## config.mk

```make
export PLATFORM = sky130hd
export DESIGN_NAME = aim65_ps2_rx
export DESIGN_NICKNAME = d
export VERILOG_FILES = /design/src/rtl/aim65_ps2_rx.sv
export SDC_FILE = /design/constraint.sdc
export NUM_CORES = 1
export LEC_CHECK = 0
export CELL_PAD_IN_SITES_DETAIL_PLACEMENT = 1
export CELL_PAD_IN_SITES_GLOBAL_PLACEMENT = 2
export CORE_MARGIN = 8
export CORE_UTILIZATION = 42
export CTS_BUF_LIST = sky130_fd_sc_hd__clkbuf_4 sky130_fd_sc_hd__clkbuf_8
export DETAILED_ROUTE_END_ITERATION = 8
export PLACE_DENSITY = 0.95
export SLEW_MARGIN = 20
export SYNTH_ARGS = -nofsm -noshare
export SYNTH_HDL_FRONTEND = slang
export SYNTH_SLANG_ARGS = --single-unit
```

## constraint.sdc

```tcl
create_clock -name clk -period 3.5 [get_ports clk]
set_clock_uncertainty 0.2 [all_clocks]
set_input_delay 0.7 -clock clk [delete_from_list [all_inputs] [get_ports clk]]
set_output_delay 0.7 -clock clk [all_outputs]
set_load 0.02 [all_outputs]
```

## src/rtl/aim65_ps2_rx.sv

```systemverilog
// aim65_ps2_rx: PS/2 keyboard receiver. It decodes scancode frames into key events.
//
// The raw PS/2 clock and data lines are synchronized first. The clock is then
// de-glitched by a level filter. Data is sampled on each filtered falling edge.
// Each 11-bit frame is: start, 8 data bits (LSB first), odd parity, stop.
// Good bytes go through a small decoder:
//   - E0 sets the extended-key flag.
//   - F0 sets the break flag.
//   - E1 starts a Pause sequence, whose following 7 bytes are skipped.
//   - Keyboard status bytes (00, AA, EE, FA, FE, FF) are dropped when no
//     prefix flag is set.
//   - Every other byte is reported on ps2_key.
//
// Ports:
//   clk, reset   system clock, synchronous active-high reset
//   ps2_clk_in   raw keyboard clock (asynchronous)
//   ps2_data_in  raw keyboard data (asynchronous)
//   ps2_key      [10] event toggle, [9] make(1)/break(0), [8] E0-extended,
//                [7:0] scancode
//   rx_error     one-cycle pulse on a parity, stop-bit or timeout failure
module aim65_ps2_rx #(
  parameter int FILTER_LEN = 8,
  parameter int TIMEOUT    = 50000
) (
  input  logic        clk,
  input  logic        reset,
  input  logic        ps2_clk_in,
  input  logic        ps2_data_in,
  output logic [10:0] ps2_key,
  output logic        rx_error
);

  localparam int FW = $clog2(FILTER_LEN + 1);
  localparam int TW = $clog2(TIMEOUT + 1);
  localparam logic [FW-1:0] FILT_MAX = FW'(FILTER_LEN - 1);
  localparam logic [TW-1:0] TO_MAX   = TW'(TIMEOUT - 1);

  typedef enum logic [1:0] {IDLE, DATA, PARITY, STOP} state_t;

  state_t          state, state_nxt;
  logic [1:0]      clk_sync, data_sync;
  logic            data_s;
  logic [FW-1:0]   filt_cnt;
  logic            filt_clk, filt_prev;
  logic            bit_edge, timeout;
  logic            shift_en, par_en, stop_en;
  logic [TW-1:0]   to_cnt;
  logic [2:0]      bit_cnt;
  logic [7:0]      shreg;
  logic            par_bit;
  logic            frame_bad;
  logic            byte_vld;
  logic [2:0]      skip_cnt;
  logic            ext, brk;
  logic            is_filler;

  assign data_s = data_sync[1];

  // Two-flop synchronizers. They idle high, like the PS/2 bus does.
  always_ff @(posedge clk) begin
    if (reset) begin
      clk_sync  <= 2'b11;
      data_sync <= 2'b11;
    end else begin
      clk_sync  <= {clk_sync[0], ps2_clk_in};
      data_sync <= {data_sync[0], ps2_data_in};
    end
  end

  // Level filter: the filtered clock flips only after FILTER_LEN
  // back-to-back samples at the opposite level.
  always_ff @(posedge clk) begin
    if (reset) begin
      filt_cnt  <= '0;
      filt_clk  <= 1'b1;
      filt_prev <= 1'b1;
    end else begin
      filt_prev <= filt_clk;
      if (clk_sync[1] == filt_clk) begin
        filt_cnt <= '0;
      end else if (filt_cnt == FILT_MAX) begin
        filt_clk <= clk_sync[1];
        filt_cnt <= '0;
      end else begin
        filt_cnt <= filt_cnt + FW'(1);
      end
    end
  end

  assign bit_edge = filt_prev & ~filt_clk;
  assign timeout  = (state != IDLE) && (to_cnt == TO_MAX);

  // FSM state register
  always_ff @(posedge clk) begin
    if (reset) state <= IDLE;
    else       state <= state_nxt;
  end

  // FSM next state. A timeout overrides a bit edge in the same cycle.
  always_comb begin
    state_nxt = state;
    if (timeout) begin
      state_nxt = IDLE;
    end else if (bit_edge) begin
      case (state)
        IDLE:    if (!data_s) state_nxt = DATA;
        DATA:    if (bit_cnt == 3'd7) state_nxt = PARITY;
        PARITY:  state_nxt = STOP;
        STOP:    state_nxt = IDLE;
        default: state_nxt = IDLE;
      endcase
    end
  end

  // FSM outputs
  always_comb begin
    shift_en = 1'b0;
    par_en   = 1'b0;
    stop_en  = 1'b0;
    if (bit_edge && !timeout) begin
      case (state)
        DATA:    shift_en = 1'b1;
        PARITY:  par_en   = 1'b1;
        STOP:    stop_en  = 1'b1;
        default: ;
      endcase
    end
  end

  // A frame is bad if the stop bit is 0, or if data plus parity has an even
  // number of ones.
  assign frame_bad = !data_s || !(^{shreg, par_bit});

  always_comb begin
    is_filler = 1'b0;
    case (shreg)
      8'h00, 8'hAA, 8'hEE, 8'hFA, 8'hFE, 8'hFF: is_filler = 1'b1;
      default: ;
    endcase
  end

  always_ff @(posedge clk) begin
    if (reset) begin
      to_cnt   <= '0;
      bit_cnt  <= '0;
      shreg    <= '0;
      par_bit  <= 1'b0;
      byte_vld <= 1'b0;
      skip_cnt <= '0;
      ext      <= 1'b0;
      brk      <= 1'b0;
      ps2_key  <= '0;
      rx_error <= 1'b0;
    end else begin
      rx_error <= 1'b0;
      byte_vld <= 1'b0;

      if (state == IDLE || bit_edge || timeout) to_cnt <= '0;
      else                                      to_cnt <= to_cnt + TW'(1);

      if (shift_en) begin
        shreg   <= {data_s, shreg[7:1]};
        bit_cnt <= bit_cnt + 3'd1;
      end else if (state == IDLE) begin
        bit_cnt <= '0;
      end

      if (par_en) par_bit <= data_s;
      if (stop_en && !frame_bad) byte_vld <= 1'b1;

      // The decode step reads shreg directly. The filter guarantees that no
      // new bit edge can arrive one cycle after a stop edge.
      if (byte_vld) begin
        if (skip_cnt != 3'd0) begin
          skip_cnt <= skip_cnt - 3'd1;
        end else if (shreg == 8'hE1) begin
          skip_cnt <= 3'd7;
        end else if (shreg == 8'hE0) begin
          ext <= 1'b1;
        end else if (shreg == 8'hF0) begin
          brk <= 1'b1;
        end else if (!(ext || brk) && is_filler) begin
          // status byte from the keyboard, not a key
        end else begin
          ps2_key <= {~ps2_key[10], ~brk, ext, shreg};
          ext     <= 1'b0;
          brk     <= 1'b0;
        end
      end

      if (timeout || (stop_en && frame_bad)) begin
        rx_error <= 1'b1;
        ext      <= 1'b0;
        brk      <= 1'b0;
      end
    end
  end

endmodule

```

After elaboration in Yosys (flattened, before gate mapping) --
Cells that the tools add are included.
Word-level totals: register bits after elaboration 58, input port bits 4, output and inout port bits 12, logic and storage cells 103
Operators by class: $add $sub $neg 4, equality and inequality tests 20, mux-type cells 20, bitwise logic cells 10, reductions and logical operators 33
Operators with widths (count):
- $eq 8x8->1 const B | 8
- $add 16x1->16 const B | 1
- $eq 16x16->1 const B | 1
- $mux 1 | 13
- $mux 3 | 4
- $ne 2x2->1 const B | 5
- $reduce_and 5->1 | 2
- $not 1->1 | 9
- $reduce_xor 9->1 | 1
- $logic_not 8->1 | 1
- $pmux 2 s4 | 1
- $reduce_and 6->1 | 1
- $reduce_bool 2->1 | 3
- $reduce_or 2->1 | 3
- $reduce_or 6->1 | 1
- $logic_and 1x1->1 | 5
- $logic_not 1->1 | 5
- $logic_or 1x1->1 | 5
- $add 4x1->4 const B | 1
- $eq 2x2->1 const B | 2
- $eq 4x3->1 const B | 1
- $mux 2 | 2
- $reduce_and 2->1 | 2
- $add 3x1->3 const B | 1
- other kinds (9) | 9

Longest topological paths before layout --
word-level depth 8, gate-level depth with buffers 8, mapped depth without buffers 6

Least setup slack after synthesis --
OpenSTA, ideal clock, no wires.
path type register to register, from reg to_cnt[10], to reg to_cnt[10], setup time 115 ps, data arrival time 1837 ps, data required time 3185 ps, setup slack 1349 ps, stages on the path, launching flop included 8, path buffers 2, clock period less this slack 2151 ps, cell sequence dfxtp_1 -> or4_1 -> or3_4 -> o21bai_2 -> or3_1 -> buf_6 -> buf_12 -> nor2_1
Between the ends: cells in the longest elaborated chain, start to end 4, elaborated cells between the ends (all ways) 5, classes of those cells add/sub (1); eq/ne (1); reduce/logical (3)
RTL lines:
- from (decl) | RTL line 47 | logic [TW-1:0] to_cnt;
- from (signal assigned) | RTL line 159 | else to_cnt <= to_cnt + TW'(1);
- branches (longest 4 deep; another with $add 16x1->16)
Parallel ways; which one is timed is not known. A chain may end at the register's enable or synchronous reset.

Worst setup path in the final report --
from reg to_cnt[10], to reg bit_cnt[0]
Between the ends: cells in the longest elaborated chain, start to end 6, elaborated cells between the ends (all ways) 7, classes of those cells eq/ne (1); mux (2); reduce/logical (4)
RTL lines:
- $eq 16x16->1 * | RTL line 91 | assign timeout = (state != IDLE) && (to_cnt == TO_MAX);
- $logic_and 1x1->1 * | RTL line 91
- $logic_not 1->1 * | RTL line 120 | if (bit_edge && !timeout) begin
- $logic_and 1x1->1 * | RTL line 120
- $mux 1 * | RTL line 120
- $mux 3 or $reduce_bool 2->1 (tied branches)
- to (signal assigned) | RTL line 163 | bit_cnt <= bit_cnt + 3'd1;
- to (decl) | RTL line 48 | logic [2:0] bit_cnt;
Mark *: on every way between the ends. The rest lies on a longest branch, timed or not.

==> impl_metrics.yaml <==
critical_path:
  r2r_end: "bit_cnt[0]"
  path_buf_inv: 0
  cp-start-kind: "flop"
  critical_path_arrival_ns: 2.72
  crit_type: "flop to flop"
  cp.depth: 5
  worst-r2r-setup-slack_ns: 0.86
  cp.required_ns: 3.58
  worstSetupEndpointType: "flop"
  crit_chain: "or4_1 -> or3_4 -> o211ai_2 -> mux2_2 -> nor2_1"
  cp_top_family: "simple AND/OR/NAND/NOR gates"
  cp-endpoint: "bit_cnt[0]"
  slowest_stage: "o211ai_2"
  timing.rr.start: "to_cnt[10]"
  ff2ff_path_depth: 5
  cpPeakStageDelay_ns: 0.61
  cp-startpoint: "to_cnt[10]"
  critPathMaxFanout: 11
clocking:
  cts.clk_slew.worst_paths_ns: 0.06
  htreeDepth: 3
  cts_root_buffer: "clkbuf_8"
  numClockSinks: 58
  cts_tree: "done"
  hold_buffers: 0
  cts.repair.resized: 0
  cts_setup_buffers: 0
  numCtsBuffers: 9
  clock_path_buffers: 2
  clk_latency_ns: 0.34
yosys:
  syn-cell-area_mm2: 0.00260
  synth_area_leaders: "dfxtp_1 45%, nor2_1 6.1%, ha_1 5.3%, mux2i_1 5.0%, xnor2_1 4.0%"
  yosysSeqAreaShare_pct: 44.7
  synth.avg_cell_area_um2: 9.31
  synth_cell_type_count: 46
  syn-num-nets: 294
  synth_most_common_cell: "dfxtp_1"
  synth_top_cell_by_area: "dfxtp_1"
  syn_inst: 279
  synth-seq-cells: 58
  synth_top_area_share_pct: 44.7
  synth_common_cells: "58 x dfxtp_1, 42 x nor2_1, 16 x a21oi_1, 15 x nand3_1, 13 x mux2i_1"
  synth_top_flop_cell: "dfxtp_1"
  async_flop_share_pct: 0
  yosysWarnings: 0
  synth_edf_count: 0
detailed_routing:
  vias: 1963
  drcViolationCount: 0
  via_per_inst: 5.28
  drt_iter0_markers: 91
  wl_per_cell_um: 14.5
  first_pass_iters: 4
  wl_um: 5400
  postRouteAntennaNets: 0
global_route:
  top_usage_layer: "met2"
  global_route.usage.met3_pct: 3.57
  grt_pass1_wl_um: 9280
  grt.overflow.total: 0
  grt_use_total_pct: 13.2
  grt_max_degree: 36
  grtUsageMet2_pct: 21.1
  grt_pass1_vias: 1990
  use_met1_pct: 15.5
  antenna_found_initial: 0
cells_and_area:
  post-route-util_pct: 50.2
  seq_area_mm2: 0.00116
  syn2layout_area_growth_pct: 15.0
  stdcell_area_mm2: 0.00299
  n_fill_cell: 706
  multiInputGateArea_mm2: 0.00132
  diodes: 0
  nets: 307
  layout-drive-gt1-share_pct: 10.1
place:
  dpl_cell_area_mm2: 0.00277
  gp_congestion: 0.756
  io_buffer_count: 15
  dp_hpwl_um: 3710
timing:
  relSlewSlack_pct: 38.2
  fin_setup_tns_ns: 0
  post-route-period-util_pct: 75.4
  hold_viol_final: 0
  max_freq_mhz: 379
  finalMaxSlewViolations: 0
  period_needed_ns: 2.64
  worst_pin_slew_ns: 0.927
  rsz0062_at_grt: "no"
  finalSetupViolCount: 0
pwr:
  power_mw: 1.37
  ir_worst_vdd_mv: 0.268
  powerDensity_mw_per_mm2: 459
  p_leak_nw: 1.16
job:
  max_cap_violations: 0
floorplanning:
  initial_core_util_pct: 43.6
  dieArea_mm2: 0.00896
  die_y_um: 94.7
  core_area_mm2: 0.00596
  rows: 28
  dieWidth_um: 94.7
  io-pin-count: 16
min_path:
  hold_path_class: "flop to flop"
  hold_depth: 1
outcome:
  status: "finished clean"
-- sequential cells by signal, summed over array words and instances (netlist names) --
signal	flops
bit_cnt	3
brk	1
byte_vld	1
clk_sync	2
data_sync	2
ext	1
filt_clk	1
filt_cnt	4
filt_prev	1
par_bit	1
ps2_key	11
rx_error	1
shreg	8
skip_cnt	3
state	2
to_cnt	16
-- how the worst min path moves through the flow --
stage	start	end
after detailed placement	clk_sync[0]	clk_sync[1]
final	clk_sync[0]	clk_sync[1]
after global placement	data_sync[0]	data_sync[1]
after floorplan	clk_sync[0]	clk_sync[1]
after CTS	clk_sync[0]	clk_sync[1]
after global routing	clk_sync[0]	clk_sync[1]
-- cells in the final DEF, fill, tap and decap left out, types with 6 or more instances in the layout --
cell	count
a21oi_1	16
dfxtp_1	58
nand3_1	15
inv_1	8
ha_1	11
nand2_1	10
nor2_1	42
clkbuf_8	10
mux2i_1	13
xor2_1	8
o21ai_0	10
or2_2	6
xnor2_1	12
clkdlybuf4s50_1	15
-- cell type report --
cell class	count	area share, %
Clock inverter	5	2.60
Multi-Input combinational cell	199	44.3
Clock buffer	11	4.86
Inverter	8	1.01
Timing Repair Buffer	16	5.28
Tap cell	75	3.14
Sequential cell	58	38.9
-- worst register-to-register path, stage by stage, from the launching register on --
cell and delay, ns:
dfxtp_1 0.34, or4_1 0.52, or3_4 0.42, o211ai_2 0.61, mux2_2 0.41, nor2_1 0.08
-- layer usage --
layer | vias up | wire length (um)
met1 | 945 | 2540
li1 | 987 | -
met2 | 20 | 2580
met5 | - | 0
met4 | 0 | 133
met3 | 11 | 147
-- through the flow --
| step | std cells | hold WS [ns] | setup slack, ns |
|---|---|---|---|
| global placement | 356 | 0.194 | 0.891 |
| detailed placement | 356 | 0.202 | 0.872 |
| finish | 372 | 0.221 | 0.860 |
| CTS | 372 | 0.221 | 0.852 |
| global route | 372 | 0.231 | 0.756 |
| floorplan | 279 | 0.189 | 1.35 |
-- cell families after synthesis --
logic type / Yosys count / synth area share, %
buffers and inverters: 22 / 4.43
xor gates and xnor gates: 22 / 8.47
DFF: 58 / 44.7
muxes: 14 / 5.44
adders and majority gates: 11 / 5.30
and+or+nand+nor: 110 / 21.7
AOI/OAI and AO/OA: 42 / 10.0
-- power by group --
group          total, mW  switching (mW)  internal (mW)  leakage, nW
Combinational     0.0153         0.00883        0.00649        0.574
Sequential         0.664         0.00147          0.662        0.468
Clock              0.693           0.268          0.426        0.113
No activity file was read; power rests on OpenSTA's default activity.
